[config.mk]
export PLATFORM = sky130hd
export DESIGN_NAME = uart_retry_ctrl
export DESIGN_NICKNAME = d
export VERILOG_FILES = /design/src/rtl/uart_retry_pkg.sv /design/src/rtl/uart_timeout_timer.sv /design/src/rtl/uart_retry_ctrl.sv
export SDC_FILE = /design/constraint.sdc
export NUM_CORES = 1
export LEC_CHECK = 0
export ABC_AREA = 0
export CAP_MARGIN = 20
export CORE_ASPECT_RATIO = 0.7
export CORE_MARGIN = 2
export CORE_UTILIZATION = 40
export DETAILED_ROUTE_END_ITERATION = 10
export PLACE_DENSITY = 0.8
export SYNTH_ARGS = -nofsm -noshare
export SYNTH_HDL_FRONTEND = slang
export SYNTH_SLANG_ARGS = --single-unit
[constraint.sdc]
create_clock -name clk -period 1.17 [get_ports clk]
set_input_delay 0.117 -clock clk [delete_from_list [all_inputs] [get_ports clk]]
set_output_delay 0.117 -clock clk [all_outputs]
set_load 0.01 [all_outputs]
[src/rtl/uart_retry_pkg.sv]
// Shared state encoding and default parameters for the UART receive-side retry controller.
// No logic here: latency n/a, backpressure n/a.
package uart_retry_pkg;

    typedef enum logic [1:0] {
        ST_IDLE        = 2'b00,
        ST_WAIT_RESEND = 2'b01,
        ST_HOLD        = 2'b10,
        ST_ERROR       = 2'b11
    } state_t;

    localparam int DEF_DATA_W         = 8;
    localparam int DEF_MAX_RETRIES    = 2;
    localparam int DEF_TIMEOUT_CYCLES = 16;

endpackage

[src/rtl/uart_timeout_timer.sv]
// Saturating silence timer; expired is high once the count reaches TIMEOUT_CYCLES-1.
// Latency: registered count, expired decoded from it; no backpressure (clear wins over enable).
module uart_timeout_timer
    import uart_retry_pkg::*;
#(
    parameter int TIMEOUT_CYCLES = DEF_TIMEOUT_CYCLES
) (
    input  logic clk,
    input  logic reset,
    input  logic clear,
    input  logic enable,
    output logic expired
);

    localparam int TW = $clog2(TIMEOUT_CYCLES);
    localparam logic [TW-1:0] LAST = TW'(TIMEOUT_CYCLES - 1);

    logic [TW-1:0] count;

    // Stops at LAST so a stalled controller can never see the timer wrap back to zero.
    always_ff @(posedge clk) begin
        if (reset || clear) begin
            count <= '0;
        end else if (enable && (count != LAST)) begin
            count <= count + 1'b1;
        end
    end

    assign expired = (count == LAST);

endmodule

[src/rtl/uart_retry_ctrl.sv]
// Holds good frames until ack, requests resends on parity error or silence, errors after MAX_RETRIES.
// Latency: all outputs registered, one cycle after the causing edge; frames arriving in HOLD/ERROR are dropped with overrun.
module uart_retry_ctrl
    import uart_retry_pkg::*;
#(
    parameter int DATA_W         = DEF_DATA_W,
    parameter int MAX_RETRIES    = DEF_MAX_RETRIES,
    parameter int TIMEOUT_CYCLES = DEF_TIMEOUT_CYCLES
) (
    input  logic                               clk,
    input  logic                               reset,
    input  logic                               frame_valid,
    input  logic [DATA_W-1:0]                  frame_data,
    input  logic                               parity_error,
    input  logic                               ack,
    output logic                               valid,
    output logic [DATA_W-1:0]                  data_out,
    output logic                               request_resend,
    output logic                               error,
    output logic [$clog2(MAX_RETRIES+1)-1:0]   retry_cnt,
    output logic                               overrun
);

    localparam int RW = $clog2(MAX_RETRIES + 1);
    localparam logic [RW-1:0] CNT_MAX = RW'(MAX_RETRIES);

    state_t state_q, state_d;

    logic timer_expired;
    logic timer_clear;
    logic timer_enable;
    logic retry_evt;
    logic latch_en;
    logic resend_d;
    logic overrun_d;
    logic cnt_inc;
    logic cnt_clr;

    always_ff @(posedge clk) begin
        if (reset) begin
            state_q <= ST_IDLE;
        end else begin
            state_q <= state_d;
        end
    end

    always_comb begin
        state_d   = state_q;
        latch_en  = 1'b0;
        retry_evt = 1'b0;
        overrun_d = 1'b0;
        cnt_clr   = 1'b0;
        resend_d  = 1'b0;
        cnt_inc   = 1'b0;

        case (state_q)
            ST_IDLE: begin
                if (frame_valid) begin
                    if (parity_error) begin
                        retry_evt = 1'b1;
                    end else begin
                        latch_en = 1'b1;
                        state_d  = ST_HOLD;
                    end
                end
            end
            ST_WAIT_RESEND: begin
                // A frame on the expiry cycle is handled as a frame, not as a timeout.
                if (frame_valid) begin
                    if (parity_error) begin
                        retry_evt = 1'b1;
                    end else begin
                        latch_en = 1'b1;
                        state_d  = ST_HOLD;
                    end
                end else if (timer_expired) begin
                    retry_evt = 1'b1;
                end
            end
            ST_HOLD, ST_ERROR: begin
                overrun_d = frame_valid;
                if (ack) begin
                    state_d = ST_IDLE;
                    cnt_clr = 1'b1;
                end
            end
            default: state_d = ST_IDLE;
        endcase

        if (retry_evt) begin
            if (retry_cnt < CNT_MAX) begin
                resend_d = 1'b1;
                cnt_inc  = 1'b1;
                state_d  = ST_WAIT_RESEND;
            end else begin
                state_d = ST_ERROR;
            end
        end
    end

    always_comb begin
        valid = (state_q == ST_HOLD);
        error = (state_q == ST_ERROR);
    end

    always_ff @(posedge clk) begin
        if (reset) begin
            data_out       <= '0;
            retry_cnt      <= '0;
            request_resend <= 1'b0;
            overrun        <= 1'b0;
        end else begin
            request_resend <= resend_d;
            overrun        <= overrun_d;
            if (latch_en) begin
                data_out <= frame_data;
            end
            if (cnt_clr) begin
                retry_cnt <= '0;
            end else if (cnt_inc) begin
                retry_cnt <= retry_cnt + 1'b1;
            end
        end
    end

    // Restart the silence window on every retry and whenever we are not waiting for a resend.
    assign timer_enable = (state_q == ST_WAIT_RESEND);
    assign timer_clear  = retry_evt || (state_q != ST_WAIT_RESEND);

    uart_timeout_timer #(
        .TIMEOUT_CYCLES(TIMEOUT_CYCLES)
    ) u_timer (
        .clk    (clk),
        .reset  (reset),
        .clear  (timer_clear),
        .enable (timer_enable),
        .expired(timer_expired)
    );

endmodule

# Yosys cells after proc, flatten, opt, wreduce, memory -nomap -nowiden
# Index checks and enable logic that the tools add are counted.
# totals
wordCells,46
output_inout_bits,14
reg_bits,18
# classes
add_sub_neg,2
muxes,18
bitwise,1
order_cmp,1
n_reduce_logical,9
n_eq_ne,9
# ops
op,count
1-bit 2-to-1 mux,11
2-bit 2-to-1 mux,5
2-bit OR reduction,4
"4-bit by 1-bit adder with 4-bit output, second input constant",1
"2-bit == test, second input constant",2
"4-bit == test, second input constant",1
"4-bit inequality test, second input constant",1
2-bit case mux with 2 select lines,1
"3-bit by 1-bit inequality test with 1-bit output, second input constant",1
"3-bit by 2-bit inequality test with 1-bit output, second input constant",1
"3-bit inequality test, second input constant",1
3-bit AND reduction,1
"2-bit by 1-bit adder with 2-bit output, second input constant",1
"2-bit by 1-bit == test with 1-bit output, second input constant",1
2-bit logical NOT,1
1-bit logical OR,2
"2-bit less-than comparator, second input constant",1
"2-bit by 1-bit inequality test with 1-bit output, second input constant",1
1-bit case mux with 2 select lines,1
1-bit logical AND,1
1-bit NOT,1

# Longest topological paths before layout
# Gate-level depths: netlist (run 1).
# logic_depth
ltp_word,6
mapped_depth,5
mapped_depth_nobuf,4

# Modules after synthesis
# Synthesis (run 1) repeated with hierarchy kept, for this count alone.
# hier_totals
hier_cells,81
hier_area_um2,794.5
# modules_own_cells
mod,n_inst,cells_each,seq_area_each_um2,area_each_um2
uart_retry_ctrl,1,59,280.3,583.1
uart_timeout_timer,1,22,80.1,211.5

# Least setup slack after synthesis (run 1)
# OpenSTA, ideal clock, no wires.
# synth_path
path_kind,reg-to-reg
startpoint,register u_timer.count[0]
endpoint,register u_timer.count[0]
stages_incl_launch_ff,6
setup_ns,0.064
t_arrival_ns,1.205
required_time_ns,1.106
path_buffers,1
path_slack_ns,-0.099
cell_sequence,dfxtp_1 > ha_1 > and3_1 > buf_6 > mux2_4 > nor2_1
# synth_via
elab_chain_len,6
word_cells_on_any_way,9
cone_classes,add/sub (1); eq/ne (2); mux (3); reduce/logical (3)
# synth_lines
item,line_no,text
from (decl),uart_timeout_timer.sv:18,logic [TW-1:0] count;
from (signal assigned),uart_timeout_timer.sv:25,count <= count + 1'b1;
4-bit == test,uart_timeout_timer.sv:29,assign expired = (count == LAST);
1-bit 2-to-1 mux,uart_retry_ctrl.sv:76,end else if (timer_expired) begin
1-bit 2-to-1 mux,uart_retry_ctrl.sv:69,if (frame_valid) begin
1-bit case mux with 2 select lines,uart_retry_ctrl.sv:56,case (state_q)
1-bit logical OR,uart_retry_ctrl.sv:128,assign timer_clear = retry_evt || (state_q != ST_WAIT_RESEND);
1-bit logical OR,uart_timeout_timer.sv:22,if (reset || clear) begin
# Several ways; a longest one is shown, not always the timed one.
# A chain may end at the register's enable or synchronous reset.

# Worst setup path after layout (run 1)
# layout_path
startpoint,register state_q[1]
endpoint,register data_out[6]
# layout_via
elab_chain_len,3
word_cells_on_any_way,4
cone_classes,eq/ne (1); mux (1); reduce/logical (2)
# layout_lines
item,line_no,text
from (decl),uart_retry_ctrl.sv:27,"state_t state_q, state_d;"
from (signal assigned),uart_retry_ctrl.sv:43,state_q <= state_d;
2-bit by 1-bit == test with 1-bit output / 2-bit logical NOT (equally long branches),uart_retry_ctrl.sv:56,
2-bit OR reduction (no source line) (*),--,
1-bit 2-to-1 mux (*),--,
to (signal assigned),uart_retry_ctrl.sv:116,data_out <= frame_data;
to (decl),uart_retry_ctrl.sv:17,"output logic [DATA_W-1:0] data_out,"
# Mark *: on every way between the ends. The rest lies on a longest branch, timed or not.

==> impl_metrics.py, run 1 <==
metrics = {
    "routing": {
        "via_per_inst": 5.31,
        "drtIter0Drc": 8,
        "ant_nets": 0,
        "vias": 817,
        "wl_per_cell_um": 14.5,
        "dr.pass1.iters": 4,
        "drc": 0,
        "routed_wl_um": 2240,
    },
    "die": {
        "ioPinCount": 27,
        "core_area_um2": 1920,
        "start_util_pct": 44.1,
        "die_h_um": 42.5,
        "dieWidth_um": 59,
        "rows": 13,
        "dieArea_um2": 2510,
    },
    "setup_path": {
        "critPathKind": "reg -> reg",
        "endpoint_kind": "flop",
        "start_kind": "flop",
        "cp_max_fo": 8,
        "arrival_ns": 1.44,
        "required_ns": 1.37,
    },
    "status": {
        "outcome": "complete, but fails checks",
        "violations": "negative setup slack",
    },
    "cts": {
        "clkTransAtPathRegs_ns": 0.11,
        "hold_buffers": 0,
        "cts.sinks": 18,
        "cts_root_buf": "clkbuf_4",
        "clock_path_buffers": 2,
        "clk_latency_ns": 0.30,
        "htree_levels": 1,
        "numCtsBuffers": 3,
        "cts_tree": "yes",
    },
    "synthesis": {
        "async_flop_share_pct": 0,
        "yosysTopAreaCell": "dfxtp_1",
        "ys_top_cells_by_area": "dfxtp_1, mux2i_1, nor2_1",
        "synth_seq_area_share_pct": 42.5,
        "synth_area_um2": 847,
        "synth-seq-cells": 18,
        "ys_dominant_reg_cell": "dfxtp_1",
        "synth_commonest_cells": "dfxtp_1, nor2_1, mux2i_1, a21oi_1",
        "synth_warnings": 0,
        "yosysUniqueCellTypes": 37,
        "synth_edf_count": 0,
        "syn_avg_cell_area_um2": 9.41,
        "synth_top_cell_area_share_pct": 42.5,
        "synthCells": 90,
        "synth_nets": 104,
        "yosysMostFrequentCell": "dfxtp_1",
    },
    "global_routing": {
        "grt_pass1_wl_um": 3620,
        "grt_max_degree": 13,
        "grt_use_total_pct": 19.5,
        "overflow": 0,
        "first_global_vias": 771,
        "antenna_found_initial": 0,
    },
    "timing": {
        "relSlewSlack_pct": 80.4,
        "slew_viol_final": 0,
        "fin_crit_sh_pct": 106,
        "hold_viol": 0,
        "hold_ws_ns": 0.423,
        "period_minus_slack_ns": 1.24,
        "setup_ws_ns": -0.0745,
        "skew_ns": 0.00309,
        "grt_setup_unrepaired": "true",
        "tightest_slew_ns": 0.289,
        "max_freq_mhz": 804,
        "finalSetupViolations": 10,
    },
    "placed_design": {
        "gp_congestion": 0.803,
        "io_buffers": 26,
        "hpwlAfterDp_um": 1510,
    },
    "job": {
        "maxCapViolCount": 0,
    },
    "power_and_ir_drop": {
        "p_per_area_nw_per_um2": 987,
        "pwr-share-seq_pct": 49.9,
        "p_leak_nw": 0.574,
        "ir_drop_mv": 0.789,
        "clkPwrFrac_pct": 30.6,
        "switching_power_w": 0.000338,
        "p_total_w": 0.00131,
        "p_comb_share_pct": 19.5,
        "p_int_w": 0.000974,
        "swShare_pct": 25.7,
    },
    "worst_hold_path": {
        "hp-class": "in -> reg",
    },
    "finish": {
        "syn2layout_area_growth_pct": 56.9,
        "layout.nets": 147,
        "diodes": 0,
        "final_util_pct": 69.2,
        "drive_above_1_share_pct": 32.6,
        "nFillCells": 149,
    },
}
## power groups by stage
stage | clock, W | sequential [W] | combinational, W
after CTS | 0.000412 | 0.000656 | 0.000247
after floorplan | 0 | 0.000678 | 0.000101
after global placement | 0 | 0.000668 | 0.000241
after global routing | 0.000437 | 0.000659 | 0.000276
after detailed placement | 0 | 0.000669 | 0.000247
final | 0.000401 | 0.000655 | 0.000256
## sequential cells by signal, summed over array words and instances, names as in the netlist
name / cells
data_out: 8
retry_cnt: 2
request_resend: 1
u_timer.count: 4
overrun: 1
state_q: 2
## routing by layer
layer | GRT usage (%) | wire (um) | vias up
met1 | 26.4 | 1080 | 388
met4 | 6.36 | 29 | 0
met5 | 0 | 0 | -
met3 | 6.48 | 71 | 4
met2 | 29.1 | 1050 | 17
li1 | - | - | 408
## placed cells by master, fill, tap and decap left out, types with 2 or more instances in the layout
cell / synthesis / layout
a21oi_1: 5 / 2
a21oi_2: 0 / 3
buf_4: 1 / 14
buf_6: 2 / 3
clkbuf_4: 0 / 3
clkdlybuf4s50_1: 0 / 12
dfxtp_1: 18 / 14
dfxtp_2: 0 / 4
dlygate4sd2_1: 0 / 12
mux2i_1: 9 / 9
nand2_1: 2 / 2
nand2b_1: 2 / 2
nand3_1: 3 / 3
nand4_1: 2 / 2
nor2_1: 16 / 15
nor2b_1: 3 / 2
## worst paths after layout
kind                 start     endpoint  slack [ns]  cells after the start
max             state_q[1]  data_out[6]       -0.07                      5
min          frame_data[7]  data_out[7]        0.42                      3
max reg2reg     state_q[1]  data_out[6]       -0.07                      5
min reg2reg    data_out[4]  data_out[4]        0.50                      2
## worst max-delay path: stages (launching register included)
cell and delay, ns:
dfxtp_2 0.35, buf_12 0.13, nor3b_4 0.17, buf_6 0.18, mux2i_1 0.23, nor2_1 0.08
## cell families (layout without fill, tap and decap cells)
family,after synthesis,after routing,share of synthesized area (%)
simple gates,39,39,24.4
flops,18,18,42.5
compound gates,15,15,12.6
mux,10,10,12.4
buf+inv,7,49,6.65
fa+ha+maj,1,1,1.48
## through the flow
stage	setup WS [ns]	setup TNS (ns)	std cells	area (um^2)
global placement	-0.200	-2.31	147	1230
CTS	-0.0821	-0.252	154	1290
finish	-0.0745	-0.228	154	1330
detailed placement	-0.265	-2.70	147	1230
global route	-0.113	-0.845	154	1330
floorplan	-0.0151	-0.0151	90	867
## cell type report
type                            count  area (um^2)  share of cell area, %
Multi-Input combinational cell     65          502                   37.8
Timing Repair Buffer               44          394                   29.7
Sequential cell                    18          365                   27.5
Clock buffer                        4         36.3                   2.73
Tap cell                           22         27.5                   2.07
Inverter                            1         3.75                  0.282
## timing repair
item	in CTS	in global routing
endpoints found under the setup margin	25	19
gates resized for setup	25	12
buffers inserted	3	0
cloned	0	0
pin swaps	2	9
Note: power is estimated with default switching activity, not from simulation.
==> run 2, diff against run 1 <==
CAP_MARGIN = default   (was 20)
CELL_PAD_IN_SITES_DETAIL_PLACEMENT = 1   (was default)
CELL_PAD_IN_SITES_GLOBAL_PLACEMENT = 1   (was default)
CORE_UTILIZATION = 29   (was 40)
PLACE_DENSITY = 0.79   (was 0.8)
==> run 2 against run 1 <==
The flow still finishes with violations (negative setup slack). Power grew 9.3%. Clock-buffer cell count is the same. Register-to-register slack lost 0.02 ns. Setup slack lost 0.017 ns. Global-route usage shrank 2.5 points. Critical path type unchanged. Largest power group unchanged.
==> impl_metrics.py, run 2 (synthesis results as in run 1) <==
metrics = {
    "status": {
        "outcome": "complete, but fails checks",
        "violations": "negative setup slack",
    },
    "setup_path": {
        "crit_family": "simple AND/OR/NAND/NOR gates",
        "max_stage_delay_ns": 0.37,
        "path_cells": "buf_6 > or3b_1 > a311o_1 > nand3_1",
        "cp_num_buf_inv": 1,
        "cp_max_fo": 5,
        "critPathKind": "reg -> reg",
        "start_kind": "flop",
        "slowest_stage": "or3b_1",
        "arrival_ns": 1.46,
        "endpoint_kind": "flop",
        "required_ns": 1.37,
    },
    "global_routing": {
        "grt_max_degree": 12,
        "overflow": 0,
        "antenna_found_initial": 0,
        "grt_use_total_pct": 17.0,
        "grt_pass1_wl_um": 4300,
        "first_global_vias": 898,
    },
    "worst_hold_path": {
        "hp-class": "in -> reg",
    },
    "finish": {
        "nFillCells": 316,
        "layout_commonest_cell": "buf_4",
        "syn2layout_area_growth_pct": 67.9,
        "fin_area_um2": 1420,
        "final_cell_mix": "buf_4, nor2_1, dfxtp_1, clkdlybuf4s50_1, dlygate4sd2_1",
        "drive_above_1_share_pct": 38.5,
        "top_register": "data_out",
        "largest_reg_flops": 8,
        "layout.nets": 150,
        "diodes": 0,
        "top_regs": "data_out: 8 flops, u_timer.count: 4 flops",
    },
    "cts": {
        "cts_root_buf": "clkbuf_8",
        "clkTransAtPathRegs_ns": 0.07,
        "clk_latency_ns": 0.25,
        "cts_tree": "yes",
        "htree_levels": 1,
        "cts.sinks": 18,
        "hold_buffers": 0,
        "clock_path_buffers": 2,
        "numCtsBuffers": 3,
    },
    "timing": {
        "slew_viol_final": 0,
        "grt_setup_unrepaired": "true",
        "hold_viol": 0,
        "tightest_slew_ns": 0.291,
        "finalSetupViolations": 12,
        "relSlewSlack_pct": 80.5,
        "skew_ns": 0.00456,
        "fin_crit_sh_pct": 108,
        "max_freq_mhz": 793,
        "setup_ws_ns": -0.0911,
        "period_minus_slack_ns": 1.26,
    },
    "placed_design": {
        "place_area_um2": 1250,
        "hpwlAfterDp_um": 1910,
        "io_buffers": 26,
        "gp_congestion": 0.796,
        "dp_slack_ns": -0.316,
    },
    "die": {
        "die_h_um": 49.2,
        "dieWidth_um": 68.6,
        "rows": 16,
        "ioPinCount": 27,
        "dieArea_um2": 3380,
        "core_area_um2": 2780,
        "start_util_pct": 30.4,
    },
    "routing": {
        "drc": 0,
        "via_per_inst": 5.01,
        "drtIter0Drc": 24,
        "routed_wl_um": 2960,
        "vias": 857,
        "ant_nets": 0,
        "dr.pass1.iters": 4,
        "wl_per_cell_um": 17.3,
    },
    "power_and_ir_drop": {
        "p_leak_nw": 0.599,
        "ir_drop_mv": 0.737,
        "p_per_area_nw_per_um2": 1010,
    },
    "job": {
        "maxCapViolCount": 0,
    },
}
[run 2: changes by cell type in the layout (fill, tap and decap cells not counted), sizes merged]
| cell | before | now |
|---|---|---|
| clkdlybuf4s15 | 0 | 1 |
| buf | 19 | 22 |
| clkbuf | 5 | 4 |
[run 2: power by group]
| part | switching [W] | total (W) | internal, W |
|---|---|---|---|
| combinational | 0.000123 | 0.000270 | 0.000146 |
| sequential | 0.0000187 | 0.000657 | 0.000639 |
| clock | 0.000208 | 0.000507 | 0.000299 |
[run 2: tightest hold or removal path: cells and delay by family]
kind / cells / cell delay, ns
mux: 1 / 0.13
simple gates: 1 / 0.05
buf+inv: 1 / 0.40
[run 2: cell type report]
cell class                      count  area (um^2)  share of cell area [%]
Clock buffer                        4         55.1                    3.87
Inverter                            1         3.75                   0.264
Multi-Input combinational cell     65          539                    37.9
Sequential cell                    18          370                    26.0
Tap cell                           36         45.0                    3.17
Timing Repair Buffer               47          409                    28.8
[run 2: path summary, 6_finish.rpt]
check                 endpoint          start  slack [ns]  cells past startpoint
setup / recovery  retry_cnt[0]     state_q[1]       -0.09                      4
hold / removal     data_out[6]  frame_data[6]        0.48                      3
setup reg to reg  retry_cnt[0]     state_q[1]       -0.09                      4
hold reg to reg    data_out[6]    data_out[6]        0.50                      2
[run 2: timing repair]
item | CTS | global route
endpoints found under the setup margin | 26 | 17
pin swaps | 3 | 5
buffers inserted | 1 | 3
resized for setup | 23 | 21
[run 2: per-layer routing]
layer	vias up	routed length [um]	GRT usage [%]
li1	409	-	-
met1	427	1350	20.6
met2	15	1520	29.6
met3	6	52	3.00
met4	0	37	5.67
met5	-	0	0
[run 2: stage by stage]
step	setup TNS (ns)	total power (W)	utilization [%]	hold slack, ns	cells
after floorplan	-0.0151	0.000779	-	0.194	90
after global placement	-3.14	0.000914	44.8	0.478	163
after detailed placement	-3.72	0.000923	44.8	0.485	163
after CTS	-0.572	0.00142	47.4	0.485	168
after global routing	-1.08	0.00150	51.1	0.496	171
final	-0.475	0.00143	51.1	0.481	171
==> run 3, diff against run 2 <==
CORE_MARGIN = default   (was 2)
clock period = 1.02 ns   (was 1.17 ns; I/O delays follow)
==> run 3 against run 2 <==
The flow still finishes with violations (negative setup slack). Sequential cell count did not move. Register-to-register slack got worse by 0.14 ns. Critical endpoint is now data_out[1]. Combinational power rose by 28%. Clock-buffer cell count fell by 1. Critical path depth rose by 1. Hold slack got worse by 0.044 ns. Final cell count rose by 0.58%. Global-route usage rose by 4.2 points.
==> impl_metrics.py, run 3 (synthesis results as in run 1) <==
metrics = {
    "global_routing": {
        "grt_use_total_pct": 21.2,
        "grt_max_degree": 10,
        "first_global_vias": 967,
        "antenna_found_initial": 0,
        "overflow": 0,
        "grt_pass1_wl_um": 4690,
    },
    "routing": {
        "dr.pass1.iters": 4,
        "vias": 879,
        "wl_per_cell_um": 17.3,
        "routed_wl_um": 2980,
        "drtIter0Drc": 12,
        "via_per_inst": 5.11,
        "drc": 0,
        "ant_nets": 0,
    },
    "cts": {
        "cts_tree": "yes",
        "htree_levels": 1,
        "clkTransAtPathRegs_ns": 0.07,
        "cts.sinks": 18,
        "clk_latency_ns": 0.25,
        "clock_path_buffers": 2,
        "hold_buffers": 0,
        "cts_root_buf": "clkbuf_8",
        "numCtsBuffers": 3,
    },
    "die": {
        "ioPinCount": 27,
        "core_area_um2": 2610,
        "start_util_pct": 32.5,
        "rows": 15,
        "die_h_um": 47.2,
        "dieWidth_um": 66.6,
        "dieArea_um2": 3140,
    },
    "power_and_ir_drop": {
        "p_leak_nw": 0.629,
        "p_per_area_nw_per_um2": 1090,
        "ir_drop_mv": 0.728,
    },
    "setup_path": {
        "arrival_ns": 1.39,
        "slowest_stage": "dfxtp_2",
        "critPathKind": "reg -> reg",
        "reg2reg_from": "state_q[1]",
        "endpoint_kind": "flop",
        "path_cells": "buf_12 > nor3b_4 > buf_6 > mux2i_2 > nor2_1",
        "cp_max_fo": 8,
        "start_kind": "flop",
        "max_stage_delay_ns": 0.33,
        "worstSetupStartpoint": "state_q[1]",
        "required_ns": 1.16,
    },
    "status": {
        "violations": "negative setup slack",
        "outcome": "complete, but fails checks",
    },
    "timing": {
        "grt_setup_unrepaired": "true",
        "hold_viol": 0,
        "setup_tns_ns": -2.65,
        "fin_crit_sh_pct": 122,
        "skew_ns": 0.00170,
        "relSlewSlack_pct": 80.8,
        "tightest_slew_ns": 0.288,
        "hold_ws_ns": 0.437,
        "setup_ws_ns": -0.229,
        "period_minus_slack_ns": 1.25,
        "max_freq_mhz": 801,
        "slew_viol_final": 0,
        "finalSetupViolations": 19,
    },
    "job": {
        "maxCapViolCount": 0,
    },
    "worst_hold_path": {
        "min_from": "frame_valid",
        "hp-class": "in -> reg",
    },
    "finish": {
        "layout.nets": 154,
        "drive_above_1_share_pct": 40.6,
        "top_register": "data_out",
        "top_regs": "data_out: 8 flops, u_timer.count: 4 flops",
        "diodes": 0,
        "layout_commonest_cell": "buf_4",
        "instances_no_fill": 172,
        "syn2layout_area_growth_pct": 72.5,
        "largest_reg_flops": 8,
        "final_cell_mix": "buf_4, nor2_1, dfxtp_1, dlygate4sd2_1, clkdlybuf4s50_1",
    },
    "placed_design": {
        "hpwlAfterDp_um": 1940,
        "io_buffers": 26,
        "gp_congestion": 0.769,
        "placed_cells": 162,
        "dp_slack_ns": -0.375,
    },
}
[run 3: repair_timing]
item                                   in CTS  in global routing
endpoints found under the hold margin       0                  0
setup buffers                               6                  1
setup endpoints to repair                  31                 19
gates resized for setup                    42                 10
pin swaps                                   9                  5
[run 3: area by class of cell]
class | instances | area [um^2]
Multi-Input combinational cell | 65 | 543
Fill cell | 296 | 1150
Clock buffer | 3 | 41.3
Sequential cell | 18 | 367
Inverter | 1 | 3.75
Timing Repair Buffer | 51 | 464
Tap cell | 34 | 42.5
[run 3: path summary, 6_finish.rpt]
path,slack [ns],cells after the start,to
worst max register to register,-0.23,5,data_out[1]
worst min-delay path,0.44,4,overrun
worst max-delay path,-0.23,5,data_out[1]
worst min register to register,0.49,2,data_out[2]
[run 3: critical path, delay by kind of cell, from the launching register on]
family,cells,cell delay [ns]
buffers and inverters,2,0.32
DFF,1,0.33
muxes,1,0.24
and+or+nand+nor,2,0.25
[run 3: routing by layer]
layer,up-vias,share of wire (%),global-route usage (%)
met5,-,0,0
met4,0,0.91,5.96
li1,417,-,-
met1,444,46,25.4
met2,16,51,39.6
met3,2,2.1,3.88
[run 3: metrics by stage]
step	util, %	total power, W	cell area, um^2
finish	56.0	0.00160	1460
global placement	48.7	0.00105	1270
floorplan	-	0.000895	872
detailed placement	48.7	0.00107	1270
CTS	54.1	0.00159	1410
global route	56.0	0.00166	1460
[run 3: report_power, final]
group	total (W)	internal, W	switching, W
Sequential	0.000753	0.000734	0.0000186
Clock	0.000498	0.000262	0.000235
Combinational	0.000346	0.000192	0.000154
Total	0.00160	0.00119	0.000408
==> variant: new RTL, config.mk and constraints of run 3 <==
Set the package constant `DEF_MAX_RETRIES` to 4 (it was 2).
--- a/src/rtl/uart_retry_pkg.sv
+++ b/src/rtl/uart_retry_pkg.sv
@@ -10,7 +10,7 @@
     } state_t;
 
     localparam int DEF_DATA_W         = 8;
-    localparam int DEF_MAX_RETRIES    = 2;
+    localparam int DEF_MAX_RETRIES    = 4;
     localparam int DEF_TIMEOUT_CYCLES = 16;
 
 endpackage
Interface: changed (resized retry_cnt); port bits go from 27 to 28. The function was not compared with the original's and may differ.
==> variant against run 3 <==
- the flow still finishes with violations (negative setup slack)
- sequential share of layout area is 1.8 points higher
- routed wire length shrank 2.4%
- clock skew up 3.8 ps
- sequential cell count is 1 higher
- total power is 3.6% higher
- area after synthesis decreased by 3.8%
- core utilization increased by 0.75 points
- hold slack got worse by 63 ps
- setup slack worse by 100 ps
- die area down 3.7%
- fmax decreased by 7.6%
- design area is 0.86% lower
- critical path type unchanged
- critical endpoint is now data_out[6]
- largest cell class unchanged
- highest routed layer unchanged
==> variant: results (changes against run 3) <==
Run status: finished, violations left (unchanged). Failing checks: negative setup slack (unchanged). The worst path arrival time is 1500 ps (was 1390 ps). The wire length of the first global-routing pass came to 4188 um (was 4692 um). The number of cells in the design after placement came out at 158 (was 162). The count of endpoints failing setup in the final report came out at 20 (was 19).

The detailed-route vias per instance is 4.911 (was 5.110). The aggregate negative setup slack was -4957 ps (was -2653 ps). Largest registers in the final layout: data_out: 8 flops, u_timer.count: 4 flops, retry_cnt: 3 flops (was data_out: 8 flops, u_timer.count: 4 flops). The number of nets produced by synthesis came out at 100 (was 104). The share of layout cells above drive strength 1 is 0.3704 (was 0.4058). The part of the Yosys area used for sequential elements came to 0.4670 (was 0.4254). The worst clock skew is 5.501 ps (was 1.700 ps). The cell with the largest stage delay on the worst path is sky130_fd_sc_hd__dfxtp_4 (was sky130_fd_sc_hd__dfxtp_2). The largest net degree at the start of global routing came out at 13 (was 10).

The number of nets in the layout is 151 (was 154). The non-filler instance count after layout is 169 (was 172). The final-layout fill cell count came out at 286 (was 296). The maximum ir drop on the vdd rail came to 732.8 uV (was 727.8 uV). The placement-stage cell area is 1291 um^2 (was 1270 um^2). The total half-perimeter wirelength after legalization and detailed placement came out at 1770 um (was 1941 um). The gate count after technology mapping came out at 85 (was 90). The fraction of power consumed by sequential logic was 0.476 (was 0.472).

The setup slack of the critical path after layout was -331.8 ps (was -228.6 ps). The global routing met1 resource utilization is 0.2297 (was 0.2540). Cell types with the highest counts after synthesis: sky130_fd_sc_hd__dfxtp_1 (19), sky130_fd_sc_hd__nor2_1 (11), sky130_fd_sc_hd__mux2i_1 (10), sky130_fd_sc_hd__a21oi_1 (6) (was sky130_fd_sc_hd__dfxtp_1 (18), sky130_fd_sc_hd__nor2_1 (16), sky130_fd_sc_hd__mux2i_1 (9), sky130_fd_sc_hd__a21oi_1 (5)).

The pre-CTS setup slack is -605.6 ps (was -375.2 ps). The met3 track demand over resource in global routing came to 0.05198 (was 0.03883). The clock distribution power came out at 0.525 mW (was 0.498 mW).

The final routed wirelength across all metal layers was 2911 um (was 2983 um). The total met2 wirelength after detailed routing is 1572 um (was 1525 um). The distinct cell type count of the synthesized netlist came out at 27 (was 37). The number of input and output port buffers inserted is 27 (was 26). The routed length on met1 came out at 1208 um (was 1368 um).

The met3 layer wire length in the routed design came to 96 um (was 62 um). The number of instances resized during post-cts repair is 33 (was 42).
==> variant: cell count changes after synthesis, sizes merged, moves of 2 or more <==
cell   change
buf        -3
nand2      +2
nand3      -2
nand4      -2
nor2       -5
o21ai      +3
==> variant: area by class of cell <==
class,instances,area (um^2),share of cell area
multi-input cells,62,525.5,0.3627
repair buffers,50,446.7,0.3083
flip-flops and latches,19,389.1,0.2686
clock buffers,4,45.04,0.03109
well taps,34,42.54,0.02936
==> variant: cells by family after synthesis <==
logic type | synth area share
buffers and inverters | 0.01996
and+or+nand+nor | 0.2458
DFF | 0.4670
AOI/OAI and AO/OA | 0.1137
muxes | 0.1229
adders and majority gates | 0.03072
==> variant: path summary, 6_finish.rpt <==
kind	slack, ps	endpoint	depth (start not counted)	start
setup reg to reg	-330	data_out[6]	5	state_q[1]
setup / recovery	-330	data_out[6]	5	state_q[1]
hold reg to reg	490	retry_cnt[1]	2	retry_cnt[1]
hold / removal	370	overrun	3	frame_valid
